**src/rtl/vertex_matrix_sequencer.sv**
```systemverilog
// ---------------------------------------------------------------------------
// vertex_matrix_sequencer
//
// Holds the vertex stage's current 4x4 transform matrix M and a small
// push/pop stack of saved matrices. Compose commands (translate, scale,
// rotate) build a sparse matrix T and compute M = M*T through a single
// 16x16 multiply-accumulate unit, one product per cycle (64 cycles per
// compose), followed by a one-edge commit.
//
// Ports:
//   I_CLOCK       rising-edge clock
//   I_RESET_N     synchronous active-low reset
//   I_Valid       command valid
//   I_Cmd[2:0]    0 NOP, 1 LOADIDENTITY, 2 PUSH, 3 POP, 4 TRANSLATE,
//                 5 SCALE, 6 ROTATE, 7 reserved (NOP)
//   I_Operand     [31:16] x / cos, [47:32] y / sin, remaining bits unused
//   I_FRAMESTALL  freezes all state and blocks command acceptance
//   O_Ready       command can be accepted this cycle
//   O_Busy        compose in progress (COMPUTE or COMMIT)
//   O_Done        one-cycle pulse after a compose result is committed
//   O_Error       one-cycle pulse after push-when-full / pop-when-empty
//   O_Depth       current stack occupancy
//   O_Matrix      committed matrix, element (r,c) at bits 16*(4r+c) +: 16
//   O_State       debug view of the sequencer state (0 IDLE, 1 COMPUTE,
//                 2 COMMIT)
//
// Handshake: a command is taken at a rising edge where I_Valid && O_Ready;
// O_Ready = IDLE && !I_FRAMESTALL. I_Cmd/I_Operand are only looked at on
// that edge, so the source may change them freely afterwards.
// STACK_DEPTH must be at least 2.
// ---------------------------------------------------------------------------
module vertex_matrix_sequencer #(
    parameter int STACK_DEPTH = 4,
    parameter int DEPTH_W     = 3,
    parameter int FRAC_BITS   = 0
) (
    input  logic               I_CLOCK,
    input  logic               I_RESET_N,
    input  logic               I_Valid,
    input  logic [2:0]         I_Cmd,
    input  logic [63:0]        I_Operand,
    input  logic               I_FRAMESTALL,
    output logic               O_Ready,
    output logic               O_Busy,
    output logic               O_Done,
    output logic               O_Error,
    output logic [DEPTH_W-1:0] O_Depth,
    output logic [255:0]       O_Matrix,
    output logic [1:0]         O_State
);

    typedef enum logic [1:0] {
        S_IDLE    = 2'd0,
        S_COMPUTE = 2'd1,
        S_COMMIT  = 2'd2
    } state_t;

    localparam logic [2:0] CMD_LOADID    = 3'd1;
    localparam logic [2:0] CMD_PUSH      = 3'd2;
    localparam logic [2:0] CMD_POP       = 3'd3;
    localparam logic [2:0] CMD_TRANSLATE = 3'd4;
    localparam logic [2:0] CMD_SCALE     = 3'd5;
    localparam logic [2:0] CMD_ROTATE    = 3'd6;

    localparam int PTR_W = (STACK_DEPTH > 1) ? $clog2(STACK_DEPTH) : 1;

    // Diagonal elements (0,0),(1,1),(2,2),(3,3) sit at element indices
    // 0, 5, 10, 15.
    localparam logic [255:0] IDENTITY = {16'd1, 64'd0, 16'd1, 64'd0,
                                         16'd1, 64'd0, 16'd1};

    state_t              r_state;
    state_t              w_next_state;
    logic [255:0]        r_m;
    logic [255:0]        r_t;
    logic [255:0]        r_r;
    logic [255:0]        r_stack [STACK_DEPTH];
    logic [DEPTH_W-1:0]  r_depth;
    logic [5:0]          r_cnt;
    logic signed [31:0]  r_acc;
    logic                r_done;
    logic                r_error;

    logic                w_ready;
    logic                w_accept;
    logic                w_is_compose;
    logic                w_full;
    logic                w_empty;
    logic [DEPTH_W-1:0]  w_depth_m1;
    logic [PTR_W-1:0]    w_push_idx;
    logic [PTR_W-1:0]    w_pop_idx;
    logic [255:0]        w_t_new;
    logic [3:0]          w_m_idx;
    logic [3:0]          w_t_idx;
    logic signed [15:0]  w_m_elem;
    logic signed [15:0]  w_t_elem;
    logic signed [31:0]  w_prod;
    logic signed [31:0]  w_acc_next;
    logic                w_unused_operand;

    assign w_ready      = (r_state == S_IDLE) && !I_FRAMESTALL;
    assign w_accept     = I_Valid && w_ready;
    assign w_is_compose = (I_Cmd == CMD_TRANSLATE) || (I_Cmd == CMD_SCALE) ||
                          (I_Cmd == CMD_ROTATE);
    assign w_full       = (r_depth == DEPTH_W'(STACK_DEPTH));
    assign w_empty      = (r_depth == '0);
    assign w_depth_m1   = r_depth - DEPTH_W'(1);
    assign w_push_idx   = r_depth[PTR_W-1:0];
    assign w_pop_idx    = w_depth_m1[PTR_W-1:0];

    assign w_unused_operand = ^{I_Operand[63:48], I_Operand[15:0]};

    // ---------------- next-state logic ----------------
    always_comb begin
        w_next_state = r_state;
        case (r_state)
            S_IDLE: begin
                if (w_accept && w_is_compose) begin
                    w_next_state = S_COMPUTE;
                end
            end
            S_COMPUTE: begin
                if (!I_FRAMESTALL && (r_cnt == 6'd63)) begin
                    w_next_state = S_COMMIT;
                end
            end
            S_COMMIT: begin
                if (!I_FRAMESTALL) begin
                    w_next_state = S_IDLE;
                end
            end
            default: w_next_state = S_IDLE;
        endcase
    end

    // ---------------- T matrix for the incoming compose ----------------
    always_comb begin
        w_t_new = IDENTITY;
        case (I_Cmd)
            CMD_TRANSLATE: begin
                w_t_new[48  +: 16] = I_Operand[31:16];   // T03
                w_t_new[112 +: 16] = I_Operand[47:32];   // T13
            end
            CMD_SCALE: begin
                w_t_new[0  +: 16] = I_Operand[31:16];    // T00
                w_t_new[80 +: 16] = I_Operand[47:32];    // T11
            end
            CMD_ROTATE: begin
                w_t_new[0  +: 16] = I_Operand[31:16];            // T00 = cos
                w_t_new[80 +: 16] = I_Operand[31:16];            // T11 = cos
                w_t_new[16 +: 16] = I_Operand[47:32];            // T01 = sin
                w_t_new[64 +: 16] = 16'd0 - I_Operand[47:32];    // T10 = -sin
            end
            default: w_t_new = IDENTITY;
        endcase
    end

    // ---------------- shared MAC ----------------
    // cnt = {i, j, k}: M index is 4i+k, T index is 4k+j.
    assign w_m_idx    = {r_cnt[5:4], r_cnt[1:0]};
    assign w_t_idx    = {r_cnt[1:0], r_cnt[3:2]};
    assign w_m_elem   = r_m[{w_m_idx, 4'b0000} +: 16];
    assign w_t_elem   = r_t[{w_t_idx, 4'b0000} +: 16];
    assign w_prod     = w_m_elem * w_t_elem;
    assign w_acc_next = ((r_cnt[1:0] == 2'd0) ? 32'sd0 : r_acc) + w_prod;

    // ---------------- state and datapath registers ----------------
    always_ff @(posedge I_CLOCK) begin
        if (!I_RESET_N) begin
            r_state <= S_IDLE;
            r_m     <= IDENTITY;
            r_t     <= IDENTITY;
            r_r     <= '0;
            r_depth <= '0;
            r_cnt   <= '0;
            r_acc   <= '0;
            r_done  <= 1'b0;
            r_error <= 1'b0;
        end else begin
            r_state <= w_next_state;
            r_done  <= 1'b0;
            r_error <= 1'b0;
            case (r_state)
                S_IDLE: begin
                    if (w_accept) begin
                        case (I_Cmd)
                            CMD_LOADID: r_m <= IDENTITY;
                            CMD_PUSH: begin
                                if (!w_full) begin
                                    r_depth <= r_depth + DEPTH_W'(1);
                                end else begin
                                    r_error <= 1'b1;
                                end
                            end
                            CMD_POP: begin
                                if (!w_empty) begin
                                    r_m     <= r_stack[w_pop_idx];
                                    r_depth <= w_depth_m1;
                                end else begin
                                    r_error <= 1'b1;
                                end
                            end
                            CMD_TRANSLATE, CMD_SCALE, CMD_ROTATE: begin
                                r_t   <= w_t_new;
                                r_cnt <= '0;
                            end
                            default: ;
                        endcase
                    end
                end
                S_COMPUTE: begin
                    if (!I_FRAMESTALL) begin
                        r_acc <= w_acc_next;
                        r_cnt <= r_cnt + 6'd1;
                        if (r_cnt[1:0] == 2'd3) begin
                            r_r[{r_cnt[5:2], 4'b0000} +: 16] <= w_acc_next[FRAC_BITS +: 16];
                        end
                    end
                end
                S_COMMIT: begin
                    if (!I_FRAMESTALL) begin
                        r_m    <= r_r;
                        r_done <= 1'b1;
                    end
                end
                default: ;
            endcase
        end
    end

    // Stack storage is not reset; only the pointer defines what is valid.
    always_ff @(posedge I_CLOCK) begin
        if (I_RESET_N && w_accept && (I_Cmd == CMD_PUSH) && !w_full) begin
            r_stack[w_push_idx] <= r_m;
        end
    end

    assign O_Ready  = w_ready;
    assign O_Busy   = (r_state != S_IDLE);
    assign O_Done   = r_done;
    assign O_Error  = r_error;
    assign O_Depth  = r_depth;
    assign O_Matrix = r_m;
    assign O_State  = r_state;

endmodule

```
**config.mk**
```make
export PLATFORM = sky130hd
export DESIGN_NAME = vertex_matrix_sequencer
export DESIGN_NICKNAME = d
export VERILOG_FILES = /design/src/rtl/vertex_matrix_sequencer.sv
export SDC_FILE = /design/constraint.sdc
export NUM_CORES = 2
export LEC_CHECK = 0
export BUFFER_PORTS_ARGS = -buffer_cell sky130_fd_sc_hd__buf_4
export CAP_MARGIN = 20
export CORE_UTILIZATION = 40
export CTS_CLUSTER_SIZE = 25
export DETAILED_ROUTE_END_ITERATION = 10
export GPL_TIMING_DRIVEN = 1
export PLACE_DENSITY_LB_ADDON = 0.2
export SETUP_SLACK_MARGIN = 0.1
export SYNTH_ARGS = -nofsm -noshare
export SYNTH_HDL_FRONTEND = slang
export SYNTH_SLANG_ARGS = --single-unit
```
**constraint.sdc**
```tcl
create_clock -name I_CLOCK -period 10.3 [get_ports I_CLOCK]
set_input_delay 2.06 -clock I_CLOCK [delete_from_list [all_inputs] [get_ports I_CLOCK]]
set_output_delay 2.06 -clock I_CLOCK [all_outputs]
set_load 0.01 [all_outputs]
```
; After elaboration in Yosys (flattened, before gate mapping)
; Memories as Yosys holds them, arrays and structs flattened.
; Cells that the tools add are included.
[totals]
mem_bits_ro = 0
latchBits = 0
mem_bits_rw = 1024
mem_count = 1
output_inout_bits = 265
wordCells = 102
regBits = 653
[classes]
n_mul = 1
n_bitwise = 1
shift = 4
n_reduce_logical = 29
eq_ne = 21
n_div = 0
muxes = 30
magnitude_cmp = 0
n_addsub = 6
[mem_list]
columns = name, depth, width, read_ports, rd_ports_with_merged_regs, write_ports, line_no
row1 = r_stack, 4, 256, 1, 0, 1, 77  ; logic [255:0] r_stack [STACK_DEPTH];
[op_table]
columns = op, n
row1 = 256-bit case mux with 2 select lines, 2
row2 = 256-bit two-way mux, 3
row3 = 256-bit by 9-bit variable part select with 16-bit output, 2
row4 = 256-bit bitwise mux, 1
row5 = "16-bit by 10-bit variable shift with 256-bit output, first input constant", 1
row6 = 16-bit by 10-bit variable part select with 256-bit output, 1
row7 = 16-bit two-way mux, 5
row8 = 32-bit adder, 1
row9 = 16-bit by 16-bit multiplier with 32-bit output, 1
row10 = 32-bit two-way mux, 1
row11 = 16-bit case mux with 2 select lines, 1
row12 = 6-bit two-way mux, 3
row13 = "1-bit by 16-bit subtractor with 16-bit output, first input constant", 1
row14 = "3-bit equality test, second input constant", 4
row15 = "2-bit != test, second input constant", 6
row16 = 6-bit case mux with 2 select lines, 1
row17 = 3-bit AND reduction, 4
row18 = 8-bit negator with 10-bit output, 1
row19 = 5-bit AND reduction, 2
row20 = 2-bit nonzero test, 4
row21 = 1-bit logical AND, 7
row22 = "6-bit by 1-bit adder with 6-bit output, second input constant", 1
row23 = "3-bit by 2-bit equality test with 1-bit output, second input constant", 2
row24 = "6-bit equality test, second input constant", 1
row25 = 23 further kinds, 36

; Logic depth before layout (Yosys ltp)
[logic_depth]
ltp_word = 8
ltp_mapped = 33

; Worst setup path before layout
; OpenSTA, ideal clock, no wires.
[synth_path]
path_type = input to register
startpoint = input port I_FRAMESTALL
endpoint = memory r_stack[2][0] (enable)
arrival_ns = 9.012
stages = 5
slack_ns = 0.639
required_time_ns = 9.651
n_path_buf = 1
cell_sequence = clkbuf_1 > nor3_1 > nand2_1 > nor4_1 > and2_1
[synth_between]
elab_chain_cells = 8
[synth_lines]
columns = element, line_no
row1 = start: declaration, 42  ; input logic I_FRAMESTALL,
row2 = 1-bit zero test, -
row3 = 1-bit logical AND, 101  ; assign w_ready = (r_state == S_IDLE) && !I_FRAMESTALL;
row4 = via O_Ready, 43  ; output logic O_Ready,
row5 = 1-bit logical AND, 102  ; assign w_accept = I_Valid && w_ready;
row6 = 1-bit logical AND (3 in a row), 233  ; if (I_RESET_N && w_accept && (I_Cmd == CMD_PUSH) && !w_full) begin
row7 = 1-bit two-way mux, 233
row8 = 1-bit two-way mux (not written as such), 234  ; r_stack[w_push_idx] <= r_m;
row9 = end: declaration, 77
; The timed path passes the listed nets, and every way through them passes these cells.

; Worst setup path after layout
[layout_path]
startpoint = register r_cnt[1]
endpoint = register r_r[15]
[layout_between]
elab_chain_cells = 5
word_cells_on_any_way = 10
classes_between = 1 x add/sub / 1 x mul / 1 x eq/ne / 3 x shift / 2 x mux / 2 x reduce/logical
[layout_lines]
columns = element, line_no
row1 = start: declaration, 79  ; logic [5:0] r_cnt;
row2 = start signal: assignment, 214  ; r_cnt <= r_cnt + 6'd1;
row3 = "256-bit by 9-bit variable part select with 16-bit output, or another cell as far along", 162  ; assign w_m_elem = r_m[{w_m_idx, 4'b0000} +: 16];
row4 = 16-bit by 16-bit multiplier with 32-bit output or 32-bit two-way mux (tied branches), "164, 165"
row5 = 32-bit adder, 165  ; assign w_acc_next = ((r_cnt[1:0] == 2'd0) ? 32'sd0 : r_acc) + w_prod;
row6 = 16-bit by 10-bit variable part select with 256-bit output, 216  ; r_r[{r_cnt[5:2], 4'b0000} +: 16] <= w_acc_next[FRAC_BITS +: 16];
row7 = 256-bit bitwise mux, 216
row8 = end signal: indexed assignment, 216
row9 = end: declaration, 76  ; logic [255:0] r_r;
; Parallel ways exist; a longest one is shown, timed or not.
; A chain may end at the register's enable or synchronous reset.

==> qor.csv <==
stage,metric,value,unit
status,status,"finished, final reports clean",
clocking,clock_sinks,1660,
setup_path,reg2reg_slack,1860,ps
placed_design,globalplace.congestion,0.848,
route,drtIter0Drc,4403,
global_route,grt_usage,24.7,%
sta,finalCriticalPeriod,8440,ps
pwr,pwr-share-clk,45.0,%
sta,layout_setup_ws,1860,ps
clocking,htree_num_levels,4,
die,ios,336,
route,dr.pass1.iters,6,
sta,tns,0,ps
die,start_util,40.5,%
setup_path,reg2reg_to,r_r[15]$_SDFFE_PN0P_,
synthesis,syn_area,69800,um2
pwr,ir_worst_vdd,0.180,mV
sta,drv_slew,0,
synthesis,synth_area_per_cell,14.1,um2
clocking,clock_path_buffers,3,
synthesis,synthArstFlopShare,0,%
sta,max_freq,118,MHz
global_route,met2_usage,38.9,%
synthesis,ys_warn_count,0,
worst_hold_path,hold_class,flop to flop,
finish,instances_no_fill,7608,
sta,holdWs,464,ps
pwr,seqPwrFrac,51.2,%
route,num_vias,43645,
finish,area_growth,15.0,%
clocking,cts-resized-gates,0,
setup_path,crit_arrival,9170,ps
pwr,p_int,10800,uW
finish,ff_latch_area,43500,um2
clocking,clk_latency,840,ps
setup_path,reg2reg_depth,25,
placed_design,port_buffers,303,
sta,clock_skew,46.4,ps
setup_path,crit_path_start_kind,flop,
finish,finalNetCount,5381,
clocking,cts_setup_buffers,0,
die,die_h,420,um
synthesis,yosysTopAreaCellShare,44.1,%
die,core_area,172000,um2
setup_path,cp-startpoint,r_cnt[1]$_SDFFE_PN0P_,
synthesis,ys_seq_area_share,62.3,%
die,dieArea,176000,um2
synthesis,synth_edf_count,1024,
setup_path,worstPathRequired,11020,ps
route,totalWireLength,219000,um
synthesis,ys_types,64,
sta,worstMarginPinSlew,1200,ps
sta,setup_viol,0,
clocking,cts_root_buf,clkbuf_16,
synthesis,synthAdderAreaFrac,4.12,%
route,ant_nets,0,
synthesis,syn_inst,4951,
sta,timing.final.crit_share,82.0,%
synthesis,synth_area_leaders,"edfxtp_1 (44%), dfxtp_1 (18%), mux4_2 (11%)",
global_route,grt_pass1_wl,314000,um
clocking,path_clk_slew,60,ps
setup_path,end_kind,flop,
pwr,power_frac_comb,3.8,%
global_route,gr-total-overflow,0,
global_route,grtUsageMet1,33.6,%
die,chipWidth,420,um
synthesis,synthSimpleGateAreaFrac,10.3,%
pwr,p_leak,0.0272,uW
synthesis,synthMuxAreaShare,11.6,%
setup_path,cpMostUsedCell,fa_1,
job,drv_cap,0,
route,via_per_inst,5.74,
finish,n_fill_cell,15170,
placed_design,post-place-cells,7268,
placed_design,place_ws,1890,ps
sta,slew_headroom,19.7,%
pwr,switching_share,22.3,%
sta,rsz0062_at_grt,no,
route,routedWlPerCell,28.8,um
synthesis,synth-seq-cells,1660,
clocking,cts_hold_buf,0,
route,drc,0,
finish,drive_gt1_share,20.3,%
setup_path,worst_path_max_delay_cell,dfxtp_4,
synthesis,synth_top_family_by_area,multiplexers,
setup_path,endpoint,r_r[15]$_SDFFE_PN0P_,
global_route,grt_pass1_vias,42689,
global_route,antenna_found_initial,13,
setup_path,worstPathMaxFanout,36,
setup_path,crit_type,flop to flop,
setup_path,r2r_start,r_cnt[1]$_SDFFE_PN0P_,
pwr,power.density,173,nW/um2
global_route,grt_most_used_layer,met2,
synthesis,synth-main-ff-cell,edfxtp_1,
sta,hold_violations,0,
global_route,grt_max_degree,156,
finish,design_area,80200,um2
setup_path,cp_slowest_stage_delay,920,ps
finish,multi_input_area,24300,um2
synthesis,synth_compound_area_share,7.61,%
global_route,grt_util_met3,5.88,%
clocking,tritoncts,done,
synthesis,synth-xor-area-share,0.854,%
placed_design,hpwl,134000,um
clocking,cts_buffers,176,
placed_design,place_area,74500,um2
pwr,p_sw,3100,uW
die,rows,152,
synthesis,yosysTopAreaCell,edfxtp_1,
synthesis,syn-num-nets,5196,
==> cell families (layout without fill, tap and decap cells) <==
| kind of cell | after synthesis | count (layout) |
|---|---|---|
| buffers and inverters | 564 | 905 |
| AO/OA/AOI/OAI | 687 | 687 |
| AND/OR/NAND/NOR | 1420 | 1420 |
| other | 0 | 6 |
| flip-flops | 1660 | 1660 |
| multiplexers | 383 | 383 |
| adder cells (fa/ha/maj) | 174 | 174 |
| XOR/XNOR | 63 | 63 |
==> critical path, delay by kind of cell (launching register included) <==
family                   cells  cell delay (ps)
AND/OR/NAND/NOR              3              410
multiplexers                 1              440
XOR/XNOR                     8             1780
flip-flops                   1              920
AO/OA/AOI/OAI                2              840
buffers and inverters        5              950
adder cells (fa/ha/maj)      6             2920
==> flip-flops by register name, summed over array words and instances, names as in the netlist <==
register  cells
r_t          95
O_Matrix    256
r_acc        16
r_r         256
r_stack    1024
r_cnt         6
O_Error       1
O_Done        1
O_Depth       3
O_State       2
==> power groups by stage <==
stage	clock network (uW)	logic [uW]	registers [uW]
finish	6250	527	7110
global route	6620	557	7120
CTS	6360	531	7110
detailed placement	0	530	7250
global placement	0	526	7250
floorplan	0	293	7240
==> placed cells by master, fill, tap and decap left out, types with 36 or more instances in the layout <==
cell type / n
and2_1: 105
a21oi_1: 61
clkbuf_1: 56
ha_1: 80
nor3_1: 59
nor3b_1: 260
buf_4: 371
nor2_1: 424
o21ai_0: 99
nand3_1: 39
a22o_1: 88
mux4_2: 330
clkbuf_16: 178
a21boi_0: 79
edfxtp_1: 1024
nand2_1: 339
nor2b_1: 119
a221oi_1: 252
xnor2_1: 36
inv_1: 179
fa_1: 93
dfxtp_1: 632
==> cells in the mapped netlist, drive strengths merged (81+ instances only) <==
master,instances
inv,180
a22o,88
edfxtp,1024
mux4,337
nand2,341
nor2b,120
nor2,427
fa,93
and2,111
a221oi,255
ha,81
dfxtp,636
o21ai,104
nor3b,260
clkbuf,320
==> per-stage QoR <==
step                power [uW]  utilization (%)
floorplan                 7530                -
CTS                      14000             46.5
global route             14300             46.5
detailed placement        7780             43.2
finish                   13900             46.5
global placement          7780             43.2
==> cell type report <==
cell class | count | share of cell area [%]
antenna | 6 | 0.0187
timing repair buffer | 391 | 3.97
sequential | 1660 | 54.2
inverter | 180 | 0.842
multi-input combinational | 2727 | 30.2
clock buffer | 254 | 6.16
clock inverter | 80 | 0.930
tap | 2310 | 3.60
==> routing by layer <==
metal,vias to the layer above,part of all wire (%)
met5,-,0.032
met4,10,3.0
met3,295,8.1
met2,1606,47
met1,22745,42
li1,18989,-
==> how the worst min path moves through the flow <==
stage                            from                      to  slack, ps  depth (start not counted)
3_3_place_gp     r_t[69]$_SDFFE_PN0P_    r_t[69]$_SDFFE_PN0P_        440                          1
5_1_grt         r_r[196]$_SDFFE_PN0P_   r_r[196]$_SDFFE_PN0P_        480                          2
6_report       r_acc[12]$_SDFFE_PN0P_  r_acc[12]$_SDFFE_PN0P_        460                          2
3_5_place_dp    r_acc[0]$_SDFFE_PN0P_   r_acc[0]$_SDFFE_PN0P_        460                          2
2_1_floorplan    r_t[69]$_SDFFE_PN0P_    r_t[69]$_SDFFE_PN0P_        440                          1
4_1_cts         r_acc[0]$_SDFFE_PN0P_   r_acc[0]$_SDFFE_PN0P_        470                          2
Note: power is estimated with default switching activity, not from simulation.
